**src/rtl/ili_spi_arbiter.sv**
```systemverilog
// Round-robin arbiter sharing one ILI9341 SPI byte transmitter between a command
// sequencer (req0) and a pixel engine (req1), framing each burst with chip-select.
module ili_spi_arbiter #(
  parameter int unsigned DW       = 8,
  parameter int unsigned CS_SETUP = 1,
  parameter int unsigned CS_GAP   = 2
) (
  input  logic          clk_i,
  input  logic          rst_ni,

  input  logic          req0_valid_i,
  input  logic [DW-1:0] req0_data_i,
  input  logic          req0_dc_i,
  input  logic          req0_last_i,
  output logic          req0_ready_o,

  input  logic          req1_valid_i,
  input  logic [DW-1:0] req1_data_i,
  input  logic          req1_dc_i,
  input  logic          req1_last_i,
  output logic          req1_ready_o,

  output logic          tx_valid_o,
  output logic [DW-1:0] tx_data_o,
  output logic          tx_dc_o,
  input  logic          tx_ready_i,
  input  logic          tx_idle_i,

  output logic          cs_o,
  output logic [1:0]    grant_o,
  output logic          busy_o
);

  localparam int unsigned CntMax = (CS_SETUP > CS_GAP) ? CS_SETUP : CS_GAP;
  localparam int unsigned CntW   = $clog2(CntMax + 1);

  localparam logic [CntW-1:0] SetupLoad = CntW'(CS_SETUP - 1);
  localparam logic [CntW-1:0] GapLoad   = CntW'(CS_GAP - 1);
  localparam logic [CntW-1:0] CntOne    = CntW'(1);

  localparam logic [2:0] StIdle  = 3'd0;
  localparam logic [2:0] StSetup = 3'd1;
  localparam logic [2:0] StXfer  = 3'd2;
  localparam logic [2:0] StDrain = 3'd3;
  localparam logic [2:0] StGap   = 3'd4;

  logic [2:0]      state_q, state_d;
  logic [CntW-1:0] cnt_q, cnt_d;
  logic [1:0]      grant_q, grant_d;
  logic            rr_q, rr_d;  // 0 favours req0, 1 favours req1
  logic            cs_q, cs_d;

  logic            sel_valid;
  logic [DW-1:0]   sel_data;
  logic            sel_dc;
  logic            sel_last;
  logic            in_xfer;
  logic            xfer_fire;
  logic            win1;

  // Mux of the granted requester; only meaningful while a grant is held.
  always_comb begin
    if (grant_q[1]) begin
      sel_valid = req1_valid_i;
      sel_data  = req1_data_i;
      sel_dc    = req1_dc_i;
      sel_last  = req1_last_i;
    end else begin
      sel_valid = req0_valid_i;
      sel_data  = req0_data_i;
      sel_dc    = req0_dc_i;
      sel_last  = req0_last_i;
    end
  end

  assign in_xfer   = (state_q == StXfer);
  assign xfer_fire = in_xfer & sel_valid & tx_ready_i;
  assign win1      = req1_valid_i & (~req0_valid_i | rr_q);

  always_comb begin
    state_d = state_q;
    cnt_d   = cnt_q;
    grant_d = grant_q;
    rr_d    = rr_q;
    cs_d    = cs_q;
    case (state_q)
      StIdle: begin
        if (req0_valid_i | req1_valid_i) begin
          grant_d = win1 ? 2'b10 : 2'b01;
          cs_d    = 1'b0;
          cnt_d   = SetupLoad;
          state_d = StSetup;
        end
      end
      StSetup: begin
        if (cnt_q == '0) begin
          state_d = StXfer;
        end else begin
          cnt_d = cnt_q - CntOne;
        end
      end
      StXfer: begin
        // A stalled requester keeps the bus: no timeout, no re-arbitration.
        if (xfer_fire & sel_last) begin
          state_d = StDrain;
        end
      end
      StDrain: begin
        if (tx_idle_i) begin
          cs_d    = 1'b1;
          grant_d = 2'b00;
          cnt_d   = GapLoad;
          rr_d    = grant_q[0];
          state_d = StGap;
        end
      end
      StGap: begin
        if (cnt_q == '0) begin
          state_d = StIdle;
        end else begin
          cnt_d = cnt_q - CntOne;
        end
      end
      default: begin
        state_d = StIdle;
        cnt_d   = '0;
        grant_d = 2'b00;
        cs_d    = 1'b1;
      end
    endcase
  end

  always_ff @(posedge clk_i or negedge rst_ni) begin
    if (!rst_ni) begin
      state_q <= StIdle;
      cnt_q   <= '0;
      grant_q <= 2'b00;
      rr_q    <= 1'b0;
      cs_q    <= 1'b1;
    end else begin
      state_q <= state_d;
      cnt_q   <= cnt_d;
      grant_q <= grant_d;
      rr_q    <= rr_d;
      cs_q    <= cs_d;
    end
  end

  assign tx_valid_o   = in_xfer & sel_valid;
  assign tx_data_o    = in_xfer ? sel_data : '0;
  assign tx_dc_o      = in_xfer ? sel_dc : 1'b1;
  assign req0_ready_o = in_xfer & grant_q[0] & req0_valid_i & tx_ready_i;
  assign req1_ready_o = in_xfer & grant_q[1] & req1_valid_i & tx_ready_i;
  assign cs_o         = cs_q;
  assign grant_o      = grant_q;
  assign busy_o       = (state_q != StIdle);

  grant_onehot_a : assert property (@(posedge clk_i) disable iff (!rst_ni) $onehot0(grant_q));

  grant_stable_a : assert property (@(posedge clk_i) disable iff (!rst_ni)
    (state_q == StSetup || state_q == StXfer) |=> $stable(grant_q));

  cs_frame_a : assert property (@(posedge clk_i) disable iff (!rst_ni)
    (cs_q == (state_q == StIdle || state_q == StGap)));

endmodule

```
**config.mk**
```make
export PLATFORM = sky130hd
export DESIGN_NAME = ili_spi_arbiter
export DESIGN_NICKNAME = d
export VERILOG_FILES = /design/src/rtl/ili_spi_arbiter.sv
export SDC_FILE = /design/constraint.sdc
export NUM_CORES = 1
export LEC_CHECK = 0
export CAP_MARGIN = 20
export CORE_MARGIN = 2
export CORE_UTILIZATION = 23
export DETAILED_ROUTE_END_ITERATION = 10
export SYNTH_ARGS = -nofsm -noshare
export SYNTH_HDL_FRONTEND = slang
export SYNTH_SLANG_ARGS = --single-unit
```
**constraint.sdc**
```tcl
create_clock -name clk_i -period 1.38 [get_ports clk_i]
set_input_delay 0.276 -clock clk_i [delete_from_list [all_inputs] [get_ports clk_i]]
set_output_delay 0.276 -clock clk_i [all_outputs]
set_load 0.1 [all_outputs]
```
==> key figures, run 1 <==
Floorplan
  – Num ports: 42
  – Initial Utilization: 24.3%
  – DIE AREA: 0.00369 sq mm
  – FP Rows: 20
  – Chip width: 60.8 microns
  – Core area: 0.00305 sq mm
  – Die height: 60.8 microns

Power
  – Maximum VDD drop: 1.47 mV
  – Sw Pwr: 2.36 mW
  – PwrDens: 2620 mW/mm^2
  – Switching Fraction: 52.7%
  – P_int: 2.12 mW
  – Leakage Power: 0.701 nW
  – Comb pwr share: 82.3%
  – Sequential Power Share: 12.7%
  – Power share of the clock group: 4.9%

Timing
  – Final setup vio count: 16
  – Part of the cycle the worst path needs: 123%
  – Setup slack after layout: -312 ps
  – Max Freq: 0.591 GHz
  – RSZ-0062 raised after global routing: true
  – Max-slew headroom: 71.0%
  – Hold Fails Final Rpt: 0
  – Hold_ws: 303 ps
  – Clock Skews: 3.38 ps
  – Worst-Margin Slew: 434 ps
  – Fin crit period: 1690 ps
  – Max Transition Viols Final: 0

Placement
  – Setup Slack @ Placement: -251 ps
  – DP Wirelength: 1.89 mm
  – Post-Place Cell Area: 0.00157 sq mm
  – PortBufs: 41
  – GP Congestion: 0.764

Synthesis
  – Net Count, Synth: 116
  – Cell count after synthesis: 89
  – Top cell type by total area after synthesis: dfrtp_1
  – Sequential element share of the synthesized area: 30.6%
  – Register bit total from synthesis: 9
  – Largest cells by area after synthesis: dfrtp_1 (27%), mux2i_1 (14%), nor2_1 (6.6%)
  – Top cell type's share of synthesized area: 27.0%
  – Number of distinct library cells after synthesis: 30
  – Synth Cell Area: 741 sq um
  – Syn Area/Cell: 8.32 sq um
  – Yosys warns: 0

Status
  – Status: finished, violations left
  – Failing checks: negative setup slack

Detailed routing
  – DRT antenna net count: 0
  – Via density: 4.63
  – Residual DRC: 0
  – Initial DRT Pass Iterations: 4
  – WL final: 2.44 mm
  – Initial DRC Count: 27
  – Vias: 880
  – Routed len/inst: 12.8 microns

Job
  – Max-cap violations: 0

Clocking
  – CTS Hold Buffers Added: 0
  – Worst-Skew Late Latency: 280 ps
  – CTS root buf: clkbuf_4
  – Clock tree from TritonCTS: yes
  – Clock Pin Slew Worst Setup and Hold Paths: 60 ps
  – H-tree depth: 1
  – Clock tree buffer depth: 2
  – CTS buffer count: 3
  – CTS sink cnt: 9

Layout
  – P&R area growth vs syn: 131%
  – Fin nets: 174
  – Fin area: 0.00171 sq mm
  – Leading cell type in the layout, fill and taps excluded: clkdlybuf4s50_1
  – Most frequent cells in the layout: clkdlybuf4s50_1 (24), buf_12 (18), buf_4 (13)
  – Antenna Diode Count: 0
  – Layout cell share with drive strength beyond 1: 51.4%

Worst setup path
  – Critical path capture point type: output port
  – Worst setup startpoint: grant_o[1]
  – CP Launch Type: register
  – Crit-path max FO: 7
  – CP arrival: 1420 ps
  – Reg-to-Reg Start: state_q[2]
  – WS Path Type: register to output port
  – Required @ worst endpoint: 1100 ps

GRT
  – Vias in the first global route: 848
  – Total track usage: 14.1%
  – Antenna violations before repair: 0
  – Gr ovfl total: 0
  – First-pass GRT wire length: 3.86 mm
  – Largest net degree at the start of global routing: 10

Worst hold path
  – HP Class: input port to asynchronous set/reset pin
==> metrics by stage <==
step | setup TNS (ps) | std cells | utilization, % | total power [mW]
finish | -3750 | 190 | 56.1 | 4.48
global route | -4670 | 190 | 56.1 | 4.70
CTS | -4120 | 190 | 55.2 | 4.46
detailed placement | -2550 | 183 | 51.3 | 3.95
global placement | -2100 | 183 | 51.3 | 3.91
floorplan | -4900 | 89 | - | 2.87
==> sequential cells by signal, indices dropped and copies added (netlist names) <==
name,count
state_q,3
cnt_q,2
grant_o,2
cs_o,1
rr_q,1
==> synth_stat cells (all sizes together) <==
master,count
nor2b,3
or2,1
or3,1
o311ai,2
inv,6
and2,1
a21o,1
nand2b,6
o22ai,3
clkbuf,1
nor2,13
ha,1
o21ai,3
nand2,4
o21a,2
a2111oi,1
nor3,1
buf,5
and4,2
dfstp,1
o31ai,1
a41o,1
mux2,1
a21oi,6
o21bai,1
dfrtp,8
mux2i,10
nand3,3
==> timing repair <==
item / 4_1_cts / 5_1_grt
setup endpoints to repair: 18 / 20
resized for setup: 16 / 7
pin swaps: 10 / 1
buffers inserted: 3 / 1
==> power groups by stage <==
| stage | Sequential (mW) | Clock (mW) | Combinational, mW |
|---|---|---|---|
| after CTS | 0.568 | 0.231 | 3.66 |
| after global routing | 0.589 | 0.238 | 3.87 |
| after global placement | 0.637 | 0 | 3.28 |
| after floorplan | 0.821 | 0 | 2.05 |
| final | 0.570 | 0.220 | 3.69 |
| after detailed placement | 0.641 | 0 | 3.31 |
==> layout make-up <==
type | instances | area (sq um)
Timing Repair Buffer | 59 | 748
Sequential cell | 9 | 235
Clock buffer | 4 | 26.3
Tap cell | 44 | 55.1
Multi-Input combinational cell | 68 | 624
Fill cell | 288 | 1340
Inverter | 6 | 22.5
==> path summary, 6_finish.rpt <==
path                           endpoint  slack [ps]  cells past startpoint
max reg2reg                    cnt_q[1]         -30                      6
max in group asynchronous    grant_o[1]         740                      1
min                          grant_o[0]         300                      1
min in group clk_i             cnt_q[1]         510                      2
max                        tx_data_o[3]        -310                      4
min reg2reg                    cnt_q[1]         510                      2
==> layer usage <==
layer	wire, microns	part of all wire [%]	GRT usage, %
met5	0	0	0
met4	38	1.6	5.59
met3	261	11	3.20
met2	1140	47	24.0
met1	1000	41	17.2
==> critical path: stages (launching register included) <==
cell and delay [ps]:
dfrtp_4 500, buf_12 160, mux2i_1 240, nor2_4 70, buf_12 170
==> cells by family after synthesis <==
logic type               share of synthesized area (%)
AND/OR/NAND/NOR                                   24.8
flip-flops                                        30.6
buffers and inverters                             7.77
adder cells (fa/ha/maj)                           1.69
multiplexers                                      15.0
AO/OA/AOI/OAI                                     20.1
Note: power is estimated with default switching activity, not from simulation.
==> run 2, diff against run 1 <==
- CTS_CLUSTER_DIAMETER: not set -> 50
- DONT_BUFFER_PORTS: not set -> 1
- clock period: 1.38 -> 1.75 ns (I/O delays scaled with it)
==> run 2 against run 1 <==
Effect of this change:
- the run now ends clean
- worst setup slack better by 320 ps
- via count down 19%
- routed wire length down 21%
- register-to-register slack better by 300 ps
- sequential share of layout area up 5.0 points
- flip-flop and latch count unchanged
- critical path depth down 1
- first-iteration DRC count unchanged
- utilization down 16 points
- final area down 28%
- critical path type unchanged
==> key figures, run 2 (same netlist as run 1, synthesis figures left out) <==
Detailed routing
  – Residual DRC: 0 (unchanged)
  – Vias: 715 (-19%)
  – Routed met3 length: 196 microns (-25%)
  – M1 WL: 867 microns (-13%)
  – Via density: 4.74 (+2.2%)
  – DRT antenna net count: 0 (unchanged)
  – WL final: 1.92 mm (-21%)
  – Initial DRT Pass Iterations: 2 (-2)
  – Top Layer Used: met4
  – Routed len/inst: 12.7 microns (-1.1%)
  – Initial DRC Count: 27 (unchanged)
  – Met2 Wirelength: 823 microns (-28%)

Layout
  – Most frequent cells in the layout: buf_12 (13), nor2_4 (9), mux2i_2 (8)
  – Antenna Diode Count: 0 (unchanged)
  – P&R area growth vs syn: 66.6%
  – Fillers: 315 (+9.4%)
  – Leading cell type in the layout, fill and taps excluded: buf_12
  – Fin area: 0.00123 sq mm (-28%)
  – Largest register by flop count: state_q
  – Layout cell share with drive strength beyond 1: 49.5% (-1.8 points)
  – Max FFs per register: 3 (unchanged)
  – Fin nets: 135 (-22%)

Clocking
  – Worst-Skew Late Latency: 260 ps (-20 ps)
  – CTS root buf: clkbuf_4
  – Setup bufs post-CTS: 0 (-3)
  – Clock tree buffer depth: 2 (unchanged)
  – CTS sink cnt: 9 (unchanged)
  – CTS buffer count: 3 (unchanged)
  – Clock tree from TritonCTS: yes
  – Clock Pin Slew Worst Setup and Hold Paths: 60 ps (about the same)
  – H-tree depth: 1 (unchanged)

Placement
  – PortBufs: 0 (-100%)
  – Post-Place Cell Area: 0.00113 sq mm (-28%)
  – GP Congestion: 0.779 (+2.0%)
  – DP Wirelength: 1.57 mm (-17%)
  – Setup Slack @ Placement: 163 ps (+414 ps)

Worst hold path
  – Worst hold path depth: 1
  – Hold path startpoint: tx_idle_i
  – HP Class: input port to register
  – Worst Hold Path EP: state_q[0]

Worst setup path
  – Reg-to-Reg Start: state_q[2]
  – Worst R2R Path Depth: 4 (-2)
  – Required @ worst endpoint: 1400 ps (+300 ps)
  – WS Path Type: register to output port
  – Worst R2R End: grant_o[0]
  – Crit-path max cell delay: 570 ps (+70 ps)
  – Crit-path max FO: 14 (+7)
  – Worst setup startpoint: grant_o[1]
  – Worst path cell trace: mux2i_2 -> nor2_4 -> buf_12
  – CP Launch Type: register
  – Max stage delay cell, worst path: dfrtp_4
  – Critical path capture point type: output port
  – R2R Setup Slk: 270 ps (+300 ps)
  – CP arrival: 1390 ps (-30 ps)

Timing
  – Worst-Margin Slew: 505 ps (+71.1 ps)
  – Max Transition Viols Final: 0 (unchanged)
  – Final setup vio count: 0 (-16)
  – Fin crit period: 1740 ps
  – Max-slew headroom: 66.4% (-4.6 points)
  – Hold Fails Final Rpt: 0 (unchanged)
  – Part of the cycle the worst path needs: 99.7%
  – Max Freq: 0.573 GHz
  – Clock Skews: 3.71 ps (+0.333 ps)
  – RSZ-0062 raised after global routing: true
  – Setup slack after layout: 5.02 ps (+317 ps)

Floorplan
  – FP Rows: 20 (unchanged)
  – Die height: 60.8 microns (unchanged)
  – DIE AREA: 0.00369 sq mm (unchanged)
  – Chip width: 60.8 microns (unchanged)
  – Num ports: 42 (unchanged)
  – Initial Utilization: 24.3% (unchanged)
  – Core area: 0.00305 sq mm (unchanged)

Job
  – Max-cap violations: 0 (unchanged)

Status
  – Status: finished clean

GRT
  – Total track usage: 11.3% (-2.8 points)
  – First-pass GRT wire length: 3.11 mm (-19%)
  – Gr ovfl total: 0 (unchanged)
  – Antenna violations before repair: 0 (unchanged)
  – Vias in the first global route: 665 (-22%)
  – Largest net degree at the start of global routing: 15 (+5)
==> run 2: repair_timing <==
action | CTS | global route
pin swaps | 7 | 0
gates resized for setup | 14 | 2
hold buffers | 1 | 0
endpoints found under the hold margin | 9 | 0
setup endpoints to repair | 12 | 13
==> run 2: worst max path at each step <==
stage | cells after the start | endpoint | slack [ps]
2_1_floorplan | 4 | tx_data_o[1] | -200
3_3_place_gp | 5 | tx_data_o[6] | 180
3_5_place_dp | 5 | tx_data_o[5] | 160
4_1_cts | 3 | tx_data_o[4] | -4
5_1_grt | 5 | tx_data_o[4] | -60
6_report | 3 | tx_data_o[4] | 5
==> run 2: final cells by class <==
cell class	count	area, sq um	share of cell area, %
clock buffer	4	26.3	2.13
inverter	6	22.5	1.83
multi-input combinational	68	583	47.3
sequential	9	231	18.8
tap	44	55.1	4.46
timing repair buffer	20	315	25.6
==> run 2: critical path, delay by kind of cell, from the launching register on <==
kind,cells,cell delay (ps)
buffers and inverters,1,170
flip-flops,1,570
multiplexers,1,320
AND/OR/NAND/NOR,1,70
==> run 2: per-layer routing <==
layer,up-vias,global-route usage (%)
met1,321,14.9
met5,-,0
li1,352,-
met2,38,17.1
met3,4,2.99
met4,0,5.59
==> run 2: through the flow <==
step	std cells	setup TNS (ps)	hold slack, ps	utilization, %
global route	151	-623	260	40.4
global placement	146	0	54.7	37.0
CTS	151	-5.61	252	40.2
finish	151	0	255	40.4
detailed placement	146	0	54.7	37.0
floorplan	89	-1540	54.4	-
Power of run 2 is not shown: default switching activity piles up to over one toggle a cycle in this logic, so the estimate is an artifact.
